### src/rtl/ppu_pkg.sv
// ppu_pkg: types and helpers shared by the sprite fetch path.
//   fetch_phase_e : FSM state; the eight fetch states are encoded so that
//                   state[2:0] equals the PPU cycle phase they belong to.
//   SPR_FETCH_*   : first/last PPU cycle of the sprite fetch window.
//   LOAD_*        : bit layout of the 27-bit SpriteSet load word.
//   bitrev8       : 8-bit bit reversal used for horizontal flip handling.
package ppu_pkg;

    typedef enum logic [3:0] {
        PH_RD_Y    = 4'd0,
        PH_RD_TILE = 4'd1,
        PH_RD_ATTR = 4'd2,
        PH_RD_X    = 4'd3,
        PH_LO_ADDR = 4'd4,
        PH_LO_DATA = 4'd5,
        PH_HI_ADDR = 4'd6,
        PH_HI_DATA = 4'd7,
        PH_IDLE    = 4'd8
    } fetch_phase_e;

    localparam int SPR_FETCH_START = 256;
    localparam int SPR_FETCH_END   = 319;

    // MSB positions of each field in the load word
    localparam int LOAD_W       = 27;
    localparam int LOAD_LO_MSB  = 26;
    localparam int LOAD_HI_MSB  = 18;
    localparam int LOAD_X_MSB   = 10;
    localparam int LOAD_PAL_MSB = 2;

    function automatic logic [7:0] bitrev8(input logic [7:0] d);
        logic [7:0] r;
        for (int i = 0; i < 8; i++) begin
            r[i] = d[7-i];
        end
        return r;
    endfunction

endpackage

### src/rtl/sprite_fetch_if.sv
// sprite_fetch_if: pattern-memory read bus between sprite_fetch and CHR memory.
//   o_vram_addr : fetch address (driven by master)
//   o_vram_rd   : one ce-cycle read strobe (driven by master)
//   i_vram_data : read data, valid one ce-cycle after the strobe (driven by slave)
interface sprite_fetch_if #(
    parameter int ADDR_W = 14
);
    logic [ADDR_W-1:0] o_vram_addr;
    logic              o_vram_rd;
    logic [7:0]        i_vram_data;

    modport master (
        output o_vram_addr,
        output o_vram_rd,
        input  i_vram_data
    );

    modport slave (
        input  o_vram_addr,
        input  o_vram_rd,
        output i_vram_data
    );
endinterface

### src/rtl/sprite_patt_addr.sv
// sprite_patt_addr: combinational sprite pattern address generator.
//   i_tile     : tile index byte from secondary OAM
//   i_yoff     : low 4 bits of the sprite Y offset (row inside the sprite)
//   i_vflip    : vertical flip, mirrors the row
//   i_obj_size : 1 = 8x16 sprites (table from tile[0], row[3] picks the tile half)
//   i_obj_patt : pattern table select for 8x8 sprites
//   i_plane    : 0 = low bit plane, 1 = high bit plane
//   o_addr     : 14-bit CHR address
module sprite_patt_addr (
    input  logic [7:0]  i_tile,
    input  logic [3:0]  i_yoff,
    input  logic        i_vflip,
    input  logic        i_obj_size,
    input  logic        i_obj_patt,
    input  logic        i_plane,
    output logic [13:0] o_addr
);
    logic [3:0] w_row;

    // Inverting all four bits also gives the correct 3-bit mirror for 8x8.
    assign w_row  = i_vflip ? ~i_yoff : i_yoff;

    assign o_addr = i_obj_size ?
                    {1'b0, i_tile[0], i_tile[7:1], w_row[3], i_plane, w_row[2:0]} :
                    {1'b0, i_obj_patt, i_tile, i_plane, w_row[2:0]};
endmodule

### src/rtl/sprite_fetch.sv
// sprite_fetch: sprite pattern fetch stage, PPU cycles 256-319.
// For each of the 8 secondary-OAM slots it reads Y/tile/attr/X, fetches
// both pattern planes, applies flips and emits one SpriteSet load word.
//   clk, i_rst_n  : clock, asynchronous active-low reset
//   ce            : PPU clock enable, all state advances only when high
//   i_enable      : sprite rendering enable (low aborts a running sequence)
//   i_cycle       : current PPU cycle
//   i_obj_size    : 1 = 8x16 sprites
//   i_obj_patt    : pattern table for 8x8 sprites
//   i_oam_bus     : secondary-OAM byte for the current cycle
//   vram          : pattern memory read bus (master side)
//   o_load        : 4'b1111 for one ce-cycle per slot
//   o_load_in     : {pix_lo, pix_hi, x, palette, prio}
//   o_done        : pulse together with the 8th load
module sprite_fetch
    import ppu_pkg::*;
#(
    parameter int         ADDR_W  = 14,
    parameter logic [7:0] EMPTY_Y = 8'hFF
) (
    input  logic              clk,
    input  logic              i_rst_n,
    input  logic              ce,
    input  logic              i_enable,
    input  logic [8:0]        i_cycle,
    input  logic              i_obj_size,
    input  logic              i_obj_patt,
    input  logic [7:0]        i_oam_bus,
    sprite_fetch_if.master    vram,
    output logic [3:0]        o_load,
    output logic [LOAD_W-1:0] o_load_in,
    output logic              o_done
);
    fetch_phase_e      r_state;
    fetch_phase_e      w_cur;
    fetch_phase_e      w_state_next;
    logic [2:0]        r_slot;
    logic [7:0]        r_yoff;
    logic [7:0]        r_tile;
    logic [7:0]        r_x;
    logic [1:0]        r_pal;
    logic              r_prio;
    logic              r_hflip;
    logic              r_vflip;
    logic              r_valid;
    logic [7:0]        r_pix_lo;
    logic [ADDR_W-1:0] r_vram_addr;
    logic              r_vram_rd;
    logic [3:0]        r_load;
    logic [LOAD_W-1:0] r_load_in;
    logic              r_done;

    logic              w_in_window;
    logic              w_start;
    logic              w_abort;
    logic              w_step;
    logic [13:0]       w_patt_addr;
    logic [7:0]        w_plane_bits;
    logic [LOAD_W-1:0] w_load_word;

    assign w_in_window = (i_cycle >= 9'(SPR_FETCH_START)) && (i_cycle <= 9'(SPR_FETCH_END));
    assign w_start     = (r_state == PH_IDLE) && (i_cycle == 9'(SPR_FETCH_START)) && i_enable;

    // The register holds the phase owed to the current cycle; at cycle 256
    // IDLE is promoted to RD_Y so slot 0 byte 0 is captured that same cycle.
    assign w_cur   = w_start ? PH_RD_Y : r_state;
    assign w_abort = (w_cur != PH_IDLE) &&
                     (!i_enable || !w_in_window || (w_cur[2:0] != i_cycle[2:0]));
    assign w_step  = (w_cur != PH_IDLE) && !w_abort;

    always_comb begin
        w_state_next = PH_IDLE;
        if (w_step) begin
            if (w_cur == PH_HI_DATA) begin
                w_state_next = (r_slot == 3'd7) ? PH_IDLE : PH_RD_Y;
            end else begin
                w_state_next = fetch_phase_e'(w_cur + 4'd1);
            end
        end
    end

    // Address is registered one cycle ahead of the strobe: built in RD_X for
    // the low plane and in LO_DATA for the high plane.
    sprite_patt_addr u_patt_addr (
        .i_tile     (r_tile),
        .i_yoff     (r_yoff[3:0]),
        .i_vflip    (r_vflip),
        .i_obj_size (i_obj_size),
        .i_obj_patt (i_obj_patt),
        .i_plane    (w_cur == PH_LO_DATA),
        .o_addr     (w_patt_addr)
    );

    // SpriteSet shifts out bit 0 first, so unflipped data is reversed.
    assign w_plane_bits = !r_valid ? 8'h00 :
                          (r_hflip ? vram.i_vram_data : bitrev8(vram.i_vram_data));

    always_comb begin
        w_load_word                         = '0;
        w_load_word[LOAD_LO_MSB -: 8]       = r_pix_lo;
        w_load_word[LOAD_HI_MSB -: 8]       = w_plane_bits;
        w_load_word[LOAD_X_MSB -: 8]        = r_x;
        w_load_word[LOAD_PAL_MSB -: 2]      = r_pal;
        w_load_word[0]                      = r_prio;
    end

    always_ff @(posedge clk or negedge i_rst_n) begin
        if (!i_rst_n) begin
            r_state     <= PH_IDLE;
            r_slot      <= '0;
            r_yoff      <= '0;
            r_tile      <= '0;
            r_x         <= '0;
            r_pal       <= '0;
            r_prio      <= 1'b0;
            r_hflip     <= 1'b0;
            r_vflip     <= 1'b0;
            r_valid     <= 1'b0;
            r_pix_lo    <= '0;
            r_vram_addr <= '0;
            r_vram_rd   <= 1'b0;
            r_load      <= '0;
            r_load_in   <= '0;
            r_done      <= 1'b0;
        end else if (ce) begin
            r_state   <= w_state_next;
            r_load    <= '0;
            r_done    <= 1'b0;
            r_vram_rd <= 1'b0;
            if (!w_step) begin
                r_slot <= '0;
            end else begin
                case (w_cur)
                    PH_RD_Y: begin
                        r_yoff  <= i_oam_bus;
                        r_valid <= (i_oam_bus != EMPTY_Y) &&
                                   (i_oam_bus < (i_obj_size ? 8'd16 : 8'd8));
                    end
                    PH_RD_TILE: r_tile <= i_oam_bus;
                    PH_RD_ATTR: begin
                        r_pal   <= i_oam_bus[1:0];
                        r_prio  <= i_oam_bus[5];
                        r_hflip <= i_oam_bus[6];
                        r_vflip <= i_oam_bus[7];
                    end
                    PH_RD_X: begin
                        r_x         <= i_oam_bus;
                        r_vram_addr <= ADDR_W'(w_patt_addr);
                        r_vram_rd   <= 1'b1;
                    end
                    PH_LO_DATA: begin
                        r_pix_lo    <= w_plane_bits;
                        r_vram_addr <= ADDR_W'(w_patt_addr);
                        r_vram_rd   <= 1'b1;
                    end
                    PH_HI_DATA: begin
                        r_load_in <= w_load_word;
                        r_load    <= 4'b1111;
                        r_done    <= (r_slot == 3'd7);
                        r_slot    <= r_slot + 3'd1;
                    end
                    default: ;
                endcase
            end
        end
    end

    assign vram.o_vram_addr = r_vram_addr;
    // A strobe already on the bus is withdrawn in the cycle a sequence aborts.
    assign vram.o_vram_rd   = r_vram_rd && !w_abort;
    assign o_load           = r_load;
    assign o_load_in        = r_load_in;
    assign o_done           = r_done;
endmodule

### src/flat_wrapper.sv
// flat-port wrapper written by rule: the top's interface ports become plain ports
module sprite_fetch_flat import ppu_pkg::*;
#(
    parameter int         ADDR_W  = 14,
    parameter logic [7:0] EMPTY_Y = 8'hFF
)
  (clk, i_rst_n, ce, i_enable, i_cycle, i_obj_size, i_obj_patt, i_oam_bus, o_load, o_load_in, o_done, vram_o_vram_addr, vram_o_vram_rd, vram_i_vram_data);
  sprite_fetch_if #(.ADDR_W(ADDR_W)) vram_i ();
  input  logic clk;
  input  logic i_rst_n;
  input  logic ce;
  input  logic i_enable;
  input  logic [8:0] i_cycle;
  input  logic i_obj_size;
  input  logic i_obj_patt;
  input  logic [7:0] i_oam_bus;
  output logic [3:0] o_load;
  output logic [LOAD_W-1:0] o_load_in;
  output logic o_done;
  output wire logic [$bits(vram_i.o_vram_addr)-1:0] vram_o_vram_addr;
  output wire logic [$bits(vram_i.o_vram_rd)-1:0] vram_o_vram_rd;
  input wire logic [$bits(vram_i.i_vram_data)-1:0] vram_i_vram_data;
  assign vram_o_vram_addr = vram_i.o_vram_addr;
  assign vram_o_vram_rd = vram_i.o_vram_rd;
  assign vram_i.i_vram_data = vram_i_vram_data;
  sprite_fetch #(.ADDR_W(ADDR_W), .EMPTY_Y(EMPTY_Y)) u_core (.clk(clk), .i_rst_n(i_rst_n), .ce(ce), .i_enable(i_enable), .i_cycle(i_cycle), .i_obj_size(i_obj_size), .i_obj_patt(i_obj_patt), .i_oam_bus(i_oam_bus), .vram(vram_i), .o_load(o_load), .o_load_in(o_load_in), .o_done(o_done));
endmodule
### config.mk
export PLATFORM = sky130hd
export DESIGN_NAME = sprite_fetch_flat
export DESIGN_NICKNAME = d
export VERILOG_FILES = /design/src/rtl/ppu_pkg.sv /design/src/rtl/sprite_fetch_if.sv /design/src/rtl/sprite_patt_addr.sv /design/src/rtl/sprite_fetch.sv /design/src/flat_wrapper.sv
export SDC_FILE = /design/constraint.sdc
export NUM_CORES = 1
export LEC_CHECK = 0
export ABC_AREA = 1
export CELL_PAD_IN_SITES_DETAIL_PLACEMENT = 0
export CELL_PAD_IN_SITES_GLOBAL_PLACEMENT = 1
export CORE_AREA = 2 2 111 113
export CTS_CLUSTER_SIZE = 10
export DETAILED_ROUTE_END_ITERATION = 8
export DIE_AREA = 0 0 113 115
export MAX_ROUTING_LAYER = met4
export PLACE_DENSITY = 0.84
export REMOVE_ABC_BUFFERS = 1
export SLEW_MARGIN = 20
export SYNTH_ARGS = -nofsm -noshare
export SYNTH_HDL_FRONTEND = slang
export SYNTH_SLANG_ARGS = --single-unit
### constraint.sdc
create_clock -name clk -period 1.5 [get_ports clk]
set_input_delay 0.15 -clock clk [delete_from_list [all_inputs] [get_ports clk]]
set_output_delay 0.15 -clock clk [all_outputs]
set_load 0.03 [all_outputs]
==> metrics.txt, run 1 <==
# TYPE chip_impl_metric gauge
chip_impl_info{name="outcome",value="finished, violations left"} 1
chip_impl_info{name="violations",value="design-rule violations, negative setup slack"} 1
chip_impl_metric{name="seqCellArea",unit="mm^2"} 0.002103
chip_impl_metric{name="numCtsBuffers",unit=""} 9
chip_impl_metric{name="timing.reg2reg.setup_slack",unit="ps"} -350
chip_impl_metric{name="drt-total-wl",unit="mm"} 11.42
chip_impl_metric{name="cell_depth_of_the_worst_setup_path",unit=""} 13
chip_impl_info{name="cts_tree",value="built"} 1
chip_impl_metric{name="path_clk_slew",unit="ps"} 70
chip_impl_metric{name="clock_skew",unit="ps"} 6.868
chip_impl_metric{name="cp_slowest_stage_delay",unit="ps"} 540
chip_impl_metric{name="critical_path.n_buffers_inverters",unit=""} 3
chip_impl_metric{name="mappedNetlistArea",unit="mm^2"} 0.004008
chip_impl_metric{name="number_of_synthesized_flops_with_an_enable_pin",unit=""} 0
chip_impl_metric{name="summed_area_of_non_filler_cells_in_the_final_layout",unit="mm^2"} 0.006097
chip_impl_metric{name="max-clock-path-buffers",unit=""} 2
chip_impl_metric{name="vias_per_cell",unit=""} 4.833
chip_impl_metric{name="globalplace.congestion",unit=""} 0.8804
chip_impl_info{name="timing.hold.worst.class",value="input port to async pin"} 1
chip_impl_metric{name="floorplan.die.height",unit="um"} 115
chip_impl_metric{name="drive_above_1_share",unit="%"} 31.50
chip_impl_info{name="ys_dominant_reg_cell",value="sky130_fd_sc_hd__dfrtp_1"} 1
chip_impl_metric{name="power_density",unit="mW/mm^2"} 814.2
chip_impl_metric{name="place_worst_setup_slack",unit="ps"} -438.2
chip_impl_metric{name="nFillCells",unit=""} 1085
chip_impl_metric{name="crit_fanout",unit=""} 7
chip_impl_metric{name="multi_input_comb_area",unit="mm^2"} 0.002078
chip_impl_metric{name="floorplan.io_pins",unit=""} 78
chip_impl_metric{name="largest_net_degree_at_the_start_of_global_routing",unit=""} 48
chip_impl_info{name="cts-root-buf",value="sky130_fd_sc_hd__clkbuf_16"} 1
chip_impl_metric{name="timing.hold.ws",unit="ps"} 278.7
chip_impl_metric{name="worst_skew_pair.late_latency",unit="ps"} 340
chip_impl_metric{name="flow.area_growth_from_synthesis",unit="%"} 52.14
chip_impl_metric{name="dpl.cell_count",unit=""} 704
chip_impl_metric{name="grt_pass1_vias",unit=""} 3565
chip_impl_metric{name="place_hpwl",unit="mm"} 7.117
chip_impl_metric{name="globalRouteOverflowTotal",unit=""} 0
chip_impl_info{name="worst_r2r_endpoint",value="u_core.vram.o_vram_addr[10]"} 1
chip_impl_metric{name="first_iter_violations",unit=""} 198
chip_impl_metric{name="synthCells",unit=""} 465
chip_impl_metric{name="slew_violations",unit=""} 0
chip_impl_metric{name="r2r.worst_path.cells",unit=""} 13
chip_impl_info{name="critical-path-top-delay-family",value="simple AND/OR/NAND/NOR gates"} 1
chip_impl_metric{name="vias",unit=""} 3610
chip_impl_metric{name="grt_antenna_before_repair",unit=""} 0
chip_impl_metric{name="ir_worst_vdd",unit="mV"} 0.5965
chip_impl_info{name="element_type_at_the_critical_path_start",value="register"} 1
chip_impl_metric{name="detail_route.drc_violations",unit=""} 7
chip_impl_metric{name="final.period_utilization",unit="%"} 123.6
chip_impl_metric{name="fin_cells",unit=""} 747
chip_impl_metric{name="first_pass_iters",unit=""} 7
chip_impl_metric{name="ys_seq_elements",unit=""} 84
chip_impl_info{name="path_common_cell",value="sky130_fd_sc_hd__nand2_4"} 1
chip_impl_metric{name="synth-warning-count",unit=""} 0
chip_impl_metric{name="htree_levels",unit=""} 3
chip_impl_metric{name="layout_setup_ws",unit="ps"} -354.1
chip_impl_metric{name="wire_per_inst",unit="um"} 15.28
chip_impl_metric{name="cts.sink_count",unit=""} 84
chip_impl_metric{name="finalPower",unit="uW"} 4964
chip_impl_info{name="timing.critical_path.cells",value="inv_2 > nor2_2 > nand2_2 > nor2_2 > nand2_2 > buf_4 > nand2_4 > nand2_4 > nor2_4 > buf_4 > nand2_4 > nand3_1 > nand2_1"} 1
chip_impl_metric{name="diodes",unit=""} 0
chip_impl_metric{name="syn-mean-instance-area",unit="um^2"} 8.618
chip_impl_info{name="mostFrequentLayoutCell",value="sky130_fd_sc_hd__nand2_1"} 1
chip_impl_metric{name="post_synth_num_cell_types",unit=""} 38
chip_impl_metric{name="hold_violations",unit=""} 0
chip_impl_metric{name="std_cell_core_area",unit="mm^2"} 0.01181
chip_impl_metric{name="synth.yosys.seq_area_share",unit="%"} 52.48
chip_impl_info{name="setup_repair_after_global_routing_missed_its_margin",value="true"} 1
chip_impl_metric{name="die-area",unit="mm^2"} 0.01300
chip_impl_info{name="endpoint_kind_of_the_worst_setup_timing_path",value="register"} 1
chip_impl_metric{name="asyncSetResetFlopFracSynth",unit="%"} 100.0
chip_impl_info{name="crit_path_end",value="u_core.vram.o_vram_addr[10]"} 1
chip_impl_metric{name="rows",unit=""} 40
chip_impl_info{name="crit-reg2reg-launch",value="u_core.r_state[3]"} 1
chip_impl_metric{name="start_util",unit="%"} 33.93
chip_impl_metric{name="critical_path_required",unit="ps"} 1730
chip_impl_metric{name="die-width",unit="um"} 113
chip_impl_metric{name="arrival",unit="ps"} 2080
chip_impl_metric{name="final-setup-viol-count",unit=""} 85
chip_impl_info{name="layout.cells.most_common_list",value="sky130_fd_sc_hd__nand2_1 (128), sky130_fd_sc_hd__dfrtp_1 (83), sky130_fd_sc_hd__dlygate4sd2_1 (45), sky130_fd_sc_hd__buf_4 (34), sky130_fd_sc_hd__clkdlybuf4s50_1 (29)"} 1
chip_impl_metric{name="clock.fmax",unit="MHz"} 539.4
chip_impl_info{name="setup.worst_path.class",value="register to register"} 1
chip_impl_metric{name="finalWorstPathRequiredPeriod",unit="ps"} 1854
chip_impl_metric{name="io_buf_count",unit=""} 76
chip_impl_metric{name="final_antenna_net_count",unit=""} 0
chip_impl_metric{name="grt_first_pass_wirelength",unit="mm"} 17.54
chip_impl_metric{name="gr_util_all_layers",unit="%"} 17.32
chip_impl_metric{name="p_leak",unit="uW"} 0.003111
chip_impl_metric{name="num-nets-final",unit=""} 629
chip_impl_info{name="critPathLaunch",value="u_core.r_state[3]"} 1
chip_impl_metric{name="placedInstanceArea",unit="mm^2"} 0.005067
chip_impl_metric{name="maxCapViolations",unit=""} 0
chip_impl_info{name="critical_path.slowest_cell",value="sky130_fd_sc_hd__dfstp_2"} 1
[kinds of logic after synthesis]
family / after synthesis / share of synthesized area (%)
compound gates: 38 / 5.776
xor+xnor: 5 / 1.280
fa+ha+maj: 3 / 0.9367
simple gates: 280 / 31.88
other cells: 1 / 0.09357
flops: 84 / 52.48
buf+inv: 54 / 7.555
[final cells by class]
cell class	instances	area share [%]
clock inverters	7	1.765
multi-input cells	333	34.09
repair buffers	133	20.77
flip-flops and latches	84	34.50
clock buffers	9	3.694
well taps	147	3.017
inverters	34	2.175
[state kept, by name, indices dropped and copies added, names as in the netlist]
register                 count
u_core.r_prio                1
u_core.o_load                1
u_core.r_yoff                4
u_core.r_x                   8
u_core.r_slot                3
u_core.r_vram_rd             1
u_core.vram.o_vram_addr     13
u_core.r_vflip               1
u_core.o_done                1
u_core.r_hflip               1
u_core.r_state               4
u_core.r_pix_lo              8
u_core.r_pal                 2
u_core.r_tile                8
u_core.o_load_in            27
u_core.r_valid               1
[metal layers]
layer | track usage, % | wire length (um) | vias up
met5 | - | 0 | -
met4 | 3.496 | 86 | 0
met3 | 3.268 | 556 | 10
met2 | 28.94 | 5803 | 100
met1 | 22.18 | 4968 | 1755
li1 | - | - | 1745
[stage by stage]
step / TNS, ps / utilization (%)
after global routing: -32450 / 51.62
after detailed placement: -31800 / 42.90
final: -23500 / 51.62
after global placement: -29440 / 42.90
after floorplan: -19350 / -
after CTS: -29900 / 47.85
[what timing repair did]
item | 4_1_cts | 5_1_grt
buffers inserted | 10 | 8
gates cloned | 7 | 2
endpoints found under the setup margin | 130 | 85
hold buffers | 1 | 0
resized for setup | 77 | 95
endpoints found under the hold margin | 23 | 0
pin swaps | 8 | 38
[worst reg2reg max path: cells and delay by family, from the launching register on]
| kind | cells | cell delay [ps] |
|---|---|---|
| buffers and inverters | 3 | 340 |
| flip-flops | 1 | 540 |
| AND/OR/NAND/NOR | 10 | 870 |
[worst min-delay path by stage]
stage / cells past startpoint / end / slack, ps
finish: 2 / u_core.o_load_in[23] / 280
global placement: 1 / u_core.o_load_in[14] / 80
detailed placement: 1 / u_core.o_load_in[15] / 90
global route: 2 / u_core.o_load_in[22] / 300
floorplan: 0 / u_core.o_done / -150
CTS: 2 / u_core.o_load_in[15] / 280
[synth_stat cells, types with 2 or more instances]
master | number | share of area, %
sky130_fd_sc_hd__buf_6 | 4 | 1.1
sky130_fd_sc_hd__ha_1 | 3 | 0.94
sky130_fd_sc_hd__o21ai_0 | 13 | 1.6
sky130_fd_sc_hd__buf_4 | 5 | 0.94
sky130_fd_sc_hd__nand2_1 | 161 | 15
sky130_fd_sc_hd__a21oi_1 | 2 | 0.25
sky130_fd_sc_hd__dfrtp_1 | 83 | 52
sky130_fd_sc_hd__nor2_2 | 4 | 0.62
sky130_fd_sc_hd__nor2_1 | 30 | 2.8
sky130_fd_sc_hd__o21ai_2 | 9 | 2.0
sky130_fd_sc_hd__xor2_1 | 4 | 0.87
sky130_fd_sc_hd__nand3_1 | 48 | 6.0
sky130_fd_sc_hd__nor3_1 | 10 | 1.2
sky130_fd_sc_hd__o21ai_1 | 11 | 1.4
sky130_fd_sc_hd__buf_2 | 6 | 0.75
sky130_fd_sc_hd__clkbuf_1 | 2 | 0.19
sky130_fd_sc_hd__nand3_2 | 4 | 1.0
sky130_fd_sc_hd__inv_2 | 3 | 0.28
sky130_fd_sc_hd__nor2_4 | 3 | 0.84
sky130_fd_sc_hd__nand2_2 | 7 | 1.1
sky130_fd_sc_hd__inv_1 | 30 | 2.8
sky130_fd_sc_hd__nand4_1 | 2 | 0.31
sky130_fd_sc_hd__buf_12 | 2 | 1.0
sky130_fd_sc_hd__nand2_4 | 5 | 1.4
[report_power, final]
part	switching (uW)	internal, uW	total (uW)
registers	0.147	2260	2260
clock network	982	1490	2470
logic	120	106	226
No activity file was read; power rests on OpenSTA's default activity.
==> run 2: changes to the inputs <==
Settings changed: HOLD_SLACK_MARGIN set to 0.02.
==> results of run 2 <==
No change in the layout: final DEF, timing and power equal those of run 1.
